[src/rtl/multicycle_adder.sv]
// Sequential adder: A + B + Cin over WIDTH/CHUNK cycles, CHUNK bits per cycle, LSB slice first.
// Optional feature macro MULTICYCLE_ADDER_OVF_EN adds the registered signed-overflow output Ovf.
module multicycle_adder #(
  parameter int unsigned WIDTH = 16,
  parameter int unsigned CHUNK = 4
) (
  input  logic             Clk,
  input  logic             Reset_n,
  input  logic             Start,
  input  logic [WIDTH-1:0] A,
  input  logic [WIDTH-1:0] B,
  input  logic             Cin,
  output logic [WIDTH-1:0] Sum,
  output logic             CO,
  output logic             Busy,
`ifdef MULTICYCLE_ADDER_OVF_EN
  output logic             Done,
  output logic             Ovf
`else
  output logic             Done
`endif
);

  localparam int unsigned N     = WIDTH / CHUNK;
  localparam int unsigned CNT_W = (N > 1) ? $clog2(N) : 1;
  localparam logic [CNT_W-1:0] LAST_SLICE = CNT_W'(N - 1);

  localparam logic [1:0] S_IDLE = 2'd0;
  localparam logic [1:0] S_RUN  = 2'd1;
  localparam logic [1:0] S_DONE = 2'd2;

  logic [1:0]       r_state;
  logic [1:0]       w_next_state;
  logic             w_accept;
  logic             w_last;

  logic [WIDTH-1:0] r_a;
  logic [WIDTH-1:0] r_b;
  logic [WIDTH-1:0] r_acc;
  logic             r_carry;
  logic [CNT_W-1:0] r_cnt;

  logic [CHUNK:0]   w_slice;
  logic [WIDTH-1:0] w_acc_next;

  // Next-state logic: Start is only honoured in IDLE or DONE.
  always_comb begin
    w_next_state = r_state;
    w_accept     = 1'b0;
    w_last       = 1'b0;
    case (r_state)
      S_IDLE, S_DONE: begin
        w_accept     = Start;
        w_next_state = Start ? S_RUN : S_IDLE;
      end
      S_RUN: begin
        w_last = (r_cnt == LAST_SLICE);
        if (w_last) begin
          w_next_state = S_DONE;
        end
      end
      default: w_next_state = S_IDLE;
    endcase
  end

  // State register with Busy/Done registered from the next state.
  always_ff @(posedge Clk) begin
    if (!Reset_n) begin
      r_state <= S_IDLE;
      Busy    <= 1'b0;
      Done    <= 1'b0;
    end else begin
      r_state <= w_next_state;
      Busy    <= (w_next_state == S_RUN);
      Done    <= (w_next_state == S_DONE);
    end
  end

  // Operands shift right each cycle so the current slice is always the low CHUNK bits;
  // finished slices enter the accumulator from the top and end up in order.
  assign w_slice    = {1'b0, r_a[CHUNK-1:0]} + {1'b0, r_b[CHUNK-1:0]} + (CHUNK+1)'(r_carry);
  assign w_acc_next = WIDTH'({w_slice[CHUNK-1:0], r_acc} >> CHUNK);

  always_ff @(posedge Clk) begin
    if (!Reset_n) begin
      r_a     <= '0;
      r_b     <= '0;
      r_acc   <= '0;
      r_carry <= 1'b0;
      r_cnt   <= '0;
      Sum     <= '0;
      CO      <= 1'b0;
    end else if (w_accept) begin
      r_a     <= A;
      r_b     <= B;
      r_carry <= Cin;
      r_cnt   <= '0;
    end else if (r_state == S_RUN) begin
      r_a     <= r_a >> CHUNK;
      r_b     <= r_b >> CHUNK;
      r_carry <= w_slice[CHUNK];
      r_acc   <= w_acc_next;
      r_cnt   <= r_cnt + CNT_W'(1);
      if (w_last) begin
        Sum <= w_acc_next;
        CO  <= w_slice[CHUNK];
      end
    end
  end

`ifdef MULTICYCLE_ADDER_OVF_EN
  logic r_a_msb;
  logic r_b_msb;

  // Operand MSBs are kept aside because the operand registers are shifted away.
  always_ff @(posedge Clk) begin
    if (!Reset_n) begin
      r_a_msb <= 1'b0;
      r_b_msb <= 1'b0;
      Ovf     <= 1'b0;
    end else if (w_accept) begin
      r_a_msb <= A[WIDTH-1];
      r_b_msb <= B[WIDTH-1];
    end else if (w_last) begin
      Ovf <= (r_a_msb == r_b_msb) && (w_acc_next[WIDTH-1] != r_a_msb);
    end
  end
`endif

endmodule
[config.mk]
export PLATFORM = sky130hd
export DESIGN_NAME = multicycle_adder
export DESIGN_NICKNAME = d
export VERILOG_FILES = /design/src/rtl/multicycle_adder.sv
export SDC_FILE = /design/constraint.sdc
export NUM_CORES = 1
export LEC_CHECK = 0
export BUFFER_PORTS_ARGS = -buffer_cell sky130_fd_sc_hd__buf_2
export CORE_ASPECT_RATIO = 1.4
export CORE_MARGIN = 2
export CORE_UTILIZATION = 40
export CTS_CLUSTER_SIZE = 25
export DETAILED_ROUTE_END_ITERATION = 16
export GPL_ROUTABILITY_DRIVEN = 0
export PLACE_DENSITY = 0.65
export SLEW_MARGIN = 10
export SYNTH_ARGS = -nofsm -noshare
export SYNTH_HDL_FRONTEND = slang
export SYNTH_SLANG_ARGS = --single-unit
[constraint.sdc]
create_clock -name Clk -period 2.38 [get_ports Clk]
set_clock_uncertainty 0.05 [all_clocks]
set_input_delay 0 -clock Clk [delete_from_list [all_inputs] [get_ports Clk]]
set_output_delay 0 -clock Clk [all_outputs]
set_load 0.01 [all_outputs]
==> results of run 1 <==
layout by cell type (no fill, tap or decap), drive strengths merged:
master	count
nor2b	2
fa	2
o21a	2
buf	59
nor2	16
o21ai	3
dlygate4sd3	36
clkinvlp	2
a22o	1
o221ai	1
nand2b	2
nand2	74
a31oi	1
clkinv	5
inv	7
and2b	1
a22oi	32
clkbuf	9
or3	1
xnor2	2
or4	1
a21oi	49
a211oi	4
nand4	2
dfxtp	68
and2	3
ha	4
nand3	2
cell families after synthesis:
| logic type | after synthesis |
|---|---|
| buffers and inverters | 30 |
| AOI/OAI and AO/OA | 93 |
| xor gates and xnor gates | 2 |
| adders and majority gates | 6 |
| and+or+nand+nor | 104 |
| DFF | 68 |
final cells by class:
type,count,area [um^2],area share
tap,72,90.1,0.0262
clock buffer,9,124,0.0361
timing repair buffer,95,681,0.198
sequential,68,1360,0.396
inverter,7,26.3,0.00765
multi-input combinational,205,1110,0.323
clock inverter,7,43.8,0.0127
how the worst min path moves through the flow:
stage	to	cells after the start	slack, ns	from
final	r_b[15]	4	0.39	B[15]
after global routing	r_b[14]	4	0.40	B[14]
after CTS	r_b[15]	4	0.38	B[15]
after detailed placement	r_a[14]	3	0.21	A[14]
after global placement	r_b[12]	3	0.20	B[12]
after floorplan	r_a[12]	2	0.11	A[12]
where the power goes:
group / internal, W / leakage, nW / switching (W)
logic: 0.000134 / 0.720 / 0.000145
registers: 0.00119 / 0.554 / 0.0000295
clock network: 0.000371 / 0.0848 / 0.000436
total: 0.00169 / 1.36 / 0.000611
worst max-delay path: stages (launching register included):
cell and delay [ns]:
dfxtp_1 0.33, inv_1 0.06, fa_1 0.46, fa_1 0.43, nor2b_1 0.12, o21ai_0 0.10, a21oi_1 0.16, o21a_1 0.12
flip-flops by register name, summed over array words and instances, names as in the netlist, 2 cells and up:
| signal | count |
|---|---|
| r_a | 16 |
| r_b | 16 |
| r_state | 2 |
| Sum | 16 |
| r_acc | 12 |
| r_cnt | 2 |
per-layer routing:
metal  vias up  wire length, um  track usage
li1       1199                -            -
met1      1061             2440        0.205
met2        54             3260        0.305
met3        10              260       0.0456
met4         0              111       0.0958
met5         -                0            0
stage by stage:
stage                     hold slack, ns   util  instances  power, W
after floorplan                    0.111      -        303   0.00140
after global placement             0.200  0.465        411   0.00147
after detailed placement           0.209  0.465        411   0.00147
after CTS                          0.378  0.549        463   0.00233
after global routing               0.399  0.549        463   0.00242
final                              0.388  0.549        463   0.00230
==> impl_metrics.ini, run 1 <==
[outcome]
status = finished clean

[power_and_ir_drop]
p_leak_nw = 1.36
ir_worst_vdd_mv = 0.478
powerDensity_nw_per_um2 = 670

[layout]
fillers = 608
antennaDiodeCount = 0
areaGrowthSynthToFinish_pct = 32.3
fin_area_um2 = 3440
drive_gt1_frac = 0.202
finalNetCount = 428

[sta]
final_hold_viol_count = 0
finalSetupViolCount = 0
fmax_ghz = 0.536
maxSlewHeadroom = 0.510
final.period_utilization = 0.784
worst_slack_ns = 0.514
rsz0062_at_grt = no
maxSlewViolCount = 0
timing_worst_slew_pin_value_ns = 0.734
fin_crit_ns = 1.87
fin_setup_tns_ns = 0

[synth]
synthXorXnorAreaFrac = 0.00674
netlist_area_um2 = 2600
syn_nets = 345
synth_seq_cells = 68
synthAdderAreaFrac = 0.0347
yosysMostFrequentCell = nand2_1
synth-compound-area-share = 0.219
synth_common_cells = nand2_1, dfxtp_1, a21oi_1, a22oi_1, nor2_1
synth_top_area_share = 0.524
syn-instance-count = 303
synth_top_family_by_area = compound AO/OA/AOI/OAI gates
yosysTopAreaCell = dfxtp_1
async_reset_ff_frac = 0
synth-main-ff-cell = dfxtp_1
seq_area_frac_synth = 0.524
synth_area_leaders = dfxtp_1, nand2_1, a21oi_1
synthDistinctLibCells = 29
synthSimpleGateAreaFrac = 0.166
synth_edf_count = 0
syn_area_per_cell_um2 = 8.57
muxShareOfSynthArea = 0
synth-warning-count = 0

[clock_network]
htree_levels = 3
cts_buffer_depth = 2
cts_setup_buffers = 0
root_buffer = clkbuf_8
numCtsBuffers = 9
cts_tree = built
cts_hold_buf = 36
cts_resized = 0
clock_latency_ns = 0.34
clkTransAtPathRegs_ns = 0.07
clock_sinks = 68

[worst_setup_path]
worst-path-max-fanout = 2
reg2reg_setup_slack_ns = 0.51
r2r_cells = 7
worstSetupPathType = reg2reg
cp-startpoint = r_a[0]
r2r_start = r_a[0]
critPathLaunchType = register
end_kind = register
required_ns = 2.62
worstPathArrival_ns = 2.11
crit_end = r_carry
reg2reg_to = r_carry

[routing]
drt_first_iter_violations = 89
drc = 0
ant_nets = 0
via_per_inst = 5.02
finalWirelength_um = 6070
first_pass_iters = 5
avgRoutedWirePerCell_um = 13.1
vias = 2324

[placement]
dpl_worst_slack_ns = 0.509
place_area_um2 = 2910
io_buffers = 54
hpwl_um = 3750

[global_route]
grt_pass1_vias = 2237
antenna_found_initial = 0
grt-ovfl-total = 0
grt_util_all_layers = 0.180
grt_max_degree = 42
grt_pass1_wl_um = 10100

[floorplanning]
io_pins = 55
fp.dieW_um = 72.1
fp.dieArea_um2 = 7160
die_y_um = 99.3
coreArea_um2 = 6250
initial_core_util = 0.415
rows = 34

[min_path]
hold_class = in2reg

[run]
cap_violations = 0
No activity file was read; power rests on OpenSTA's default activity.
==> run 2: changes to the inputs <==
--- a/config.mk
+++ b/config.mk
@@ -12,7 +12,7 @@
 export CTS_CLUSTER_SIZE = 25
 export DETAILED_ROUTE_END_ITERATION = 16
 export GPL_ROUTABILITY_DRIVEN = 0
-export PLACE_DENSITY = 0.65
+export PLACE_DENSITY = 0.67
 export SLEW_MARGIN = 10
 export SYNTH_ARGS = -nofsm -noshare
 export SYNTH_HDL_FRONTEND = slang
==> constraint.sdc (replaced) <==
create_clock -name Clk -period 1.65 [get_ports Clk]
set_clock_uncertainty 0.05 [all_clocks]
set_input_delay 0 -clock Clk [delete_from_list [all_inputs] [get_ports Clk]]
set_output_delay 0 -clock Clk [all_outputs]
set_load 0.01 [all_outputs]
==> run 2 against run 1 <==
The flow now finishes with violations (setup timing). Critical path depth stayed put. Core utilization grew 2.3 points. Critical path type unchanged. Largest power group unchanged. Clock power rose by 86%. Cell count rose by 1.9%.
==> impl_metrics.ini, run 2 (same netlist as run 1, synthesis figures left out) <==
[power_and_ir_drop]
p_leak_nw = 1.43
p_total_w = 0.00367
ir_worst_vdd_mv = 0.544
powerDensity_nw_per_um2 = 1030

[sta]
fin_setup_tns_ns = -0.0236
finalSetupViolCount = 1
maxSlewHeadroom = 0.801
worst_slack_ns = -0.0236
final_hold_viol_count = 0
timing_worst_slew_pin_value_ns = 0.298
fin_crit_ns = 1.67
rsz0062_at_grt = yes
maxSlewViolCount = 0
fmax_ghz = 0.598
final.period_utilization = 1.01

[routing]
via_per_inst = 5.01
vias = 2367
avgRoutedWirePerCell_um = 12.4
ant_nets = 0
first_pass_iters = 4
drt_first_iter_violations = 132
drc = 0
finalWirelength_um = 5870

[global_route]
antenna_found_initial = 0
grt_pass1_wl_um = 9760
grt_max_degree = 34
grt_util_all_layers = 0.174
grt-ovfl-total = 0
grt_pass1_vias = 2154

[placement]
io_buffers = 54
placed_cells = 416
hpwl_um = 3700

[worst_setup_path]
crit_path_max_incr_delay_ns = 0.40
worst-path-max-fanout = 2
worst_path_max_delay_cell = fa_2
path_cells = inv_2 -> fa_2 -> fa_2 -> nor2b_1 -> o21ai_1 -> a21oi_1 -> o21a_1
reg2reg_setup_slack_ns = -0.02
cpMostUsedCell = fa_2
cp-startpoint = r_carry
reg2reg_to = r_carry
worstPathArrival_ns = 1.91
r2r_start = r_carry
crit_end = r_carry
end_kind = register
r2r_cells = 7
critPathLaunchType = register
required_ns = 1.89
worstSetupPathType = reg2reg

[layout]
final_common_cell = nand2_1
finalNetCount = 437
top_regs = Sum: 16 flops, r_a: 16 flops, r_b: 16 flops
final_cell_mix = nand2_1, dfxtp_1, buf_2
antennaDiodeCount = 0
areaGrowthSynthToFinish_pct = 37.9
drive_gt1_frac = 0.220
final_cells = 472

[floorplanning]
rows = 34
fp.dieArea_um2 = 7160
fp.dieW_um = 72.1
coreArea_um2 = 6250
die_y_um = 99.3
initial_core_util = 0.415
io_pins = 55

[clock_network]
cts_tree = built
clkTransAtPathRegs_ns = 0.07
htree_levels = 3
clock_latency_ns = 0.34
root_buffer = clkbuf_8
clock_sinks = 68
numCtsBuffers = 9
cts_buffer_depth = 2

[outcome]
violations = setup timing
status = finished with violations

[min_path]
hold_class = in2reg

[run]
cap_violations = 0
-- run 2: layout make-up --
class	instances	area [um^2]
inverter	7	26.3
clock buffer	12	145
timing repair buffer	104	768
fill	563	2670
clock inverter	4	72.6
multi-input combinational	205	1110
sequential	68	1360
tap	72	90.1
-- run 2: worst min path at each step --
stage | start | to | slack, ns | cells past startpoint
2_1_floorplan | A[12] | r_a[12] | 0.11 | 2
3_3_place_gp | B[12] | r_b[12] | 0.20 | 3
5_1_grt | Sum[3] | Sum[3] | 0.42 | 2
3_5_place_dp | B[15] | r_b[15] | 0.21 | 3
4_1_cts | B[15] | r_b[15] | 0.38 | 4
6_report | B[15] | r_b[15] | 0.39 | 4
-- run 2: per-layer routing --
metal  wire [um]  track usage  up-vias
met5           0            0        -
met4          87       0.0784        0
met3         299       0.0517        7
met2        3000        0.293       62
met1        2480        0.201     1069
li1            -            -     1229
-- run 2: worst max-delay path: cells and delay by family, from the launching register on --
| family | cells | cell delay [ns] |
|---|---|---|
| adder cells (fa/ha/maj) | 2 | 0.76 |
| flip-flops | 1 | 0.34 |
| AO/OA/AOI/OAI | 3 | 0.32 |
| AND/OR/NAND/NOR | 1 | 0.11 |
| buffers and inverters | 1 | 0.04 |
-- run 2: where the power goes --
group          total [W]  internal [W]  switching (W)
sequential       0.00176       0.00171      0.0000416
clock            0.00150      0.000891       0.000607
combinational   0.000418      0.000208       0.000210
-- run 2: repair_timing --
action / 4_1_cts / 5_1_grt
hold buffers: 39 / 0
endpoints found under the hold margin: 39 / 0
setup buffers: 0 / 1
gates resized for setup: 3 / 1
setup endpoints to repair: 2 / 9
pin swaps: 3 / 3
cloned: 0 / 0
-- run 2: stage by stage --
stage	util	hold slack (ns)	worst slack, ns	cell area [um^2]
finish	0.573	0.391	-0.0236	3580
global route	0.573	0.421	-0.138	3580
CTS	0.571	0.383	-0.0640	3570
detailed placement	0.474	0.215	-0.0656	2960
global placement	0.474	0.200	-0.0458	2960
floorplan	-	0.111	0.00923	2600
==> run 3: changes to the inputs <==
--- a/config.mk
+++ b/config.mk
@@ -6,13 +6,15 @@
 export NUM_CORES = 1
 export LEC_CHECK = 0
 export BUFFER_PORTS_ARGS = -buffer_cell sky130_fd_sc_hd__buf_2
+export CELL_PAD_IN_SITES_DETAIL_PLACEMENT = 1
+export CELL_PAD_IN_SITES_GLOBAL_PLACEMENT = 1
 export CORE_ASPECT_RATIO = 1.4
 export CORE_MARGIN = 2
-export CORE_UTILIZATION = 40
+export CORE_UTILIZATION = 36
 export CTS_CLUSTER_SIZE = 25
 export DETAILED_ROUTE_END_ITERATION = 16
 export GPL_ROUTABILITY_DRIVEN = 0
-export PLACE_DENSITY = 0.67
+export PLACE_DENSITY = 0.78
 export SLEW_MARGIN = 10
 export SYNTH_ARGS = -nofsm -noshare
 export SYNTH_HDL_FRONTEND = slang
==> run 3 against run 2 <==
Global-route usage rose by 3.7 points. The flow still finishes with violations (setup timing). Sequential share of layout area rose by 0.22 points. Clock-buffer cell count fell by 3.
==> impl_metrics.ini, run 3 (same netlist as run 1, synthesis figures left out) <==
[sta]
fin_crit_ns = 1.69
finalSetupViolCount = 3
timing_worst_slew_pin_value_ns = 0.301
final.period_utilization = 1.02
final_hold_viol_count = 0
worst_slack_ns = -0.0402
rsz0062_at_grt = yes
hold_slack_ns = 0.401
maxSlewViolCount = 0
maxSlewHeadroom = 0.799
fmax_ghz = 0.592

[worst_setup_path]
critPathLaunchType = register
cp-startpoint = r_carry
crit_end = r_carry
r2r_start = r_carry
worstPathArrival_ns = 1.93
end_kind = register
worst-path-max-fanout = 2
r2r_cells = 7
reg2reg_to = r_carry
required_ns = 1.89
worstSetupPathType = reg2reg
reg2reg_setup_slack_ns = -0.04

[floorplanning]
initial_core_util = 0.372
coreArea_um2 = 6980
fp.dieW_um = 75.8
io_pins = 55
fp.dieArea_um2 = 7920
die_y_um = 105
rows = 36

[min_path]
hold_class = reg2reg

[outcome]
violations = setup timing
status = finished with violations

[clock_network]
root_buffer = clkbuf_8
clock_latency_ns = 0.35
htree_levels = 3
cts_buffer_depth = 2
clkTransAtPathRegs_ns = 0.07
numCtsBuffers = 9
clock_sinks = 68
cts_tree = built

[placement]
dpl_worst_slack_ns = -0.138
hpwl_um = 4590
io_buffers = 54

[routing]
ant_nets = 0
drc = 0
first_pass_iters = 4
drt_first_iter_violations = 91
vias = 2471
finalWirelength_um = 7560
via_per_inst = 4.97
avgRoutedWirePerCell_um = 15.2

[layout]
final_common_cell = nand2_1
final_cell_mix = nand2_1, dfxtp_1, buf_2
finalNetCount = 440
fillers = 859
final_util = 0.510
antennaDiodeCount = 0
areaGrowthSynthToFinish_pct = 37.2
top_regs = Sum: 16 flops, r_a: 16 flops, r_b: 16 flops
drive_gt1_frac = 0.236

[global_route]
grt_util_all_layers = 0.211
grt-ovfl-total = 0
grt_max_degree = 28
grt_pass1_wl_um = 12600
grt_pass1_vias = 2665
antenna_found_initial = 0

[power_and_ir_drop]
p_leak_nw = 1.41
ir_worst_vdd_mv = 0.623
powerDensity_nw_per_um2 = 950

[run]
cap_violations = 0
==> run 3: report_power, final <==
group | internal (W) | switching (W) | total, W
combinational | 0.000213 | 0.000232 | 0.000445
sequential | 0.00171 | 0.0000453 | 0.00176
clock | 0.000535 | 0.000645 | 0.00118
==> run 3: final cells by class <==
type	instances	area [um^2]	area share
clock inverter	6	42.5	0.0119
inverter	7	26.3	0.00737
tap	95	119	0.0334
multi-input combinational	205	1120	0.315
clock buffer	9	124	0.0348
sequential	68	1370	0.383
timing repair buffer	107	766	0.215
==> run 3: routing by layer <==
metal / part of all wire / vias up / track usage / wire [um]
met5: 0 / - / 0 / 0
met4: 0.021 / 0 / 0.0865 / 160
met1: 0.38 / 1178 / 0.222 / 2840
met3: 0.028 / 14 / 0.0368 / 214
li1: - / 1226 / - / -
met2: 0.58 / 53 / 0.390 / 4350
==> run 3: worst min-delay path by stage <==
stage,slack [ns],endpoint,startpoint,depth (start not counted)
after floorplan,0.11,r_a[12],A[12],2
after global placement,0.20,r_b[12],B[12],3
after detailed placement,0.21,r_a[14],A[14],3
after CTS,-0.09,r_carry,Reset_n,2
after global routing,0.42,Sum[0],Sum[0],2
final,0.40,Sum[2],Sum[2],2
==> run 3: repair_timing <==
action	4_1_cts	5_1_grt
hold buffers	36	3
hold endpoints to repair	40	2
gates resized for setup	4	4
pin swaps	4	2
buffers inserted	1	0
endpoints found under the setup margin	5	7
==> run 3: per-stage QoR <==
step | cell area, um^2 | total power (W) | instances | setup TNS [ns]
after floorplan | 2600 | 0.00201 | 303 | 0
after global placement | 2990 | 0.00213 | 442 | -0.0520
after detailed placement | 2990 | 0.00215 | 442 | -0.283
after CTS | 3530 | 0.00339 | 494 | -0.162
after global routing | 3560 | 0.00355 | 497 | -0.436
final | 3560 | 0.00338 | 497 | -0.0775
==> run 3: worst max-delay path: stages (launching register included) <==
cell	delay, ns
dfxtp_2	0.34
inv_2	0.04
fa_2	0.40
fa_2	0.37
nor2b_2	0.13
o21ai_2	0.07
a21oi_1	0.12
o21a_1	0.11
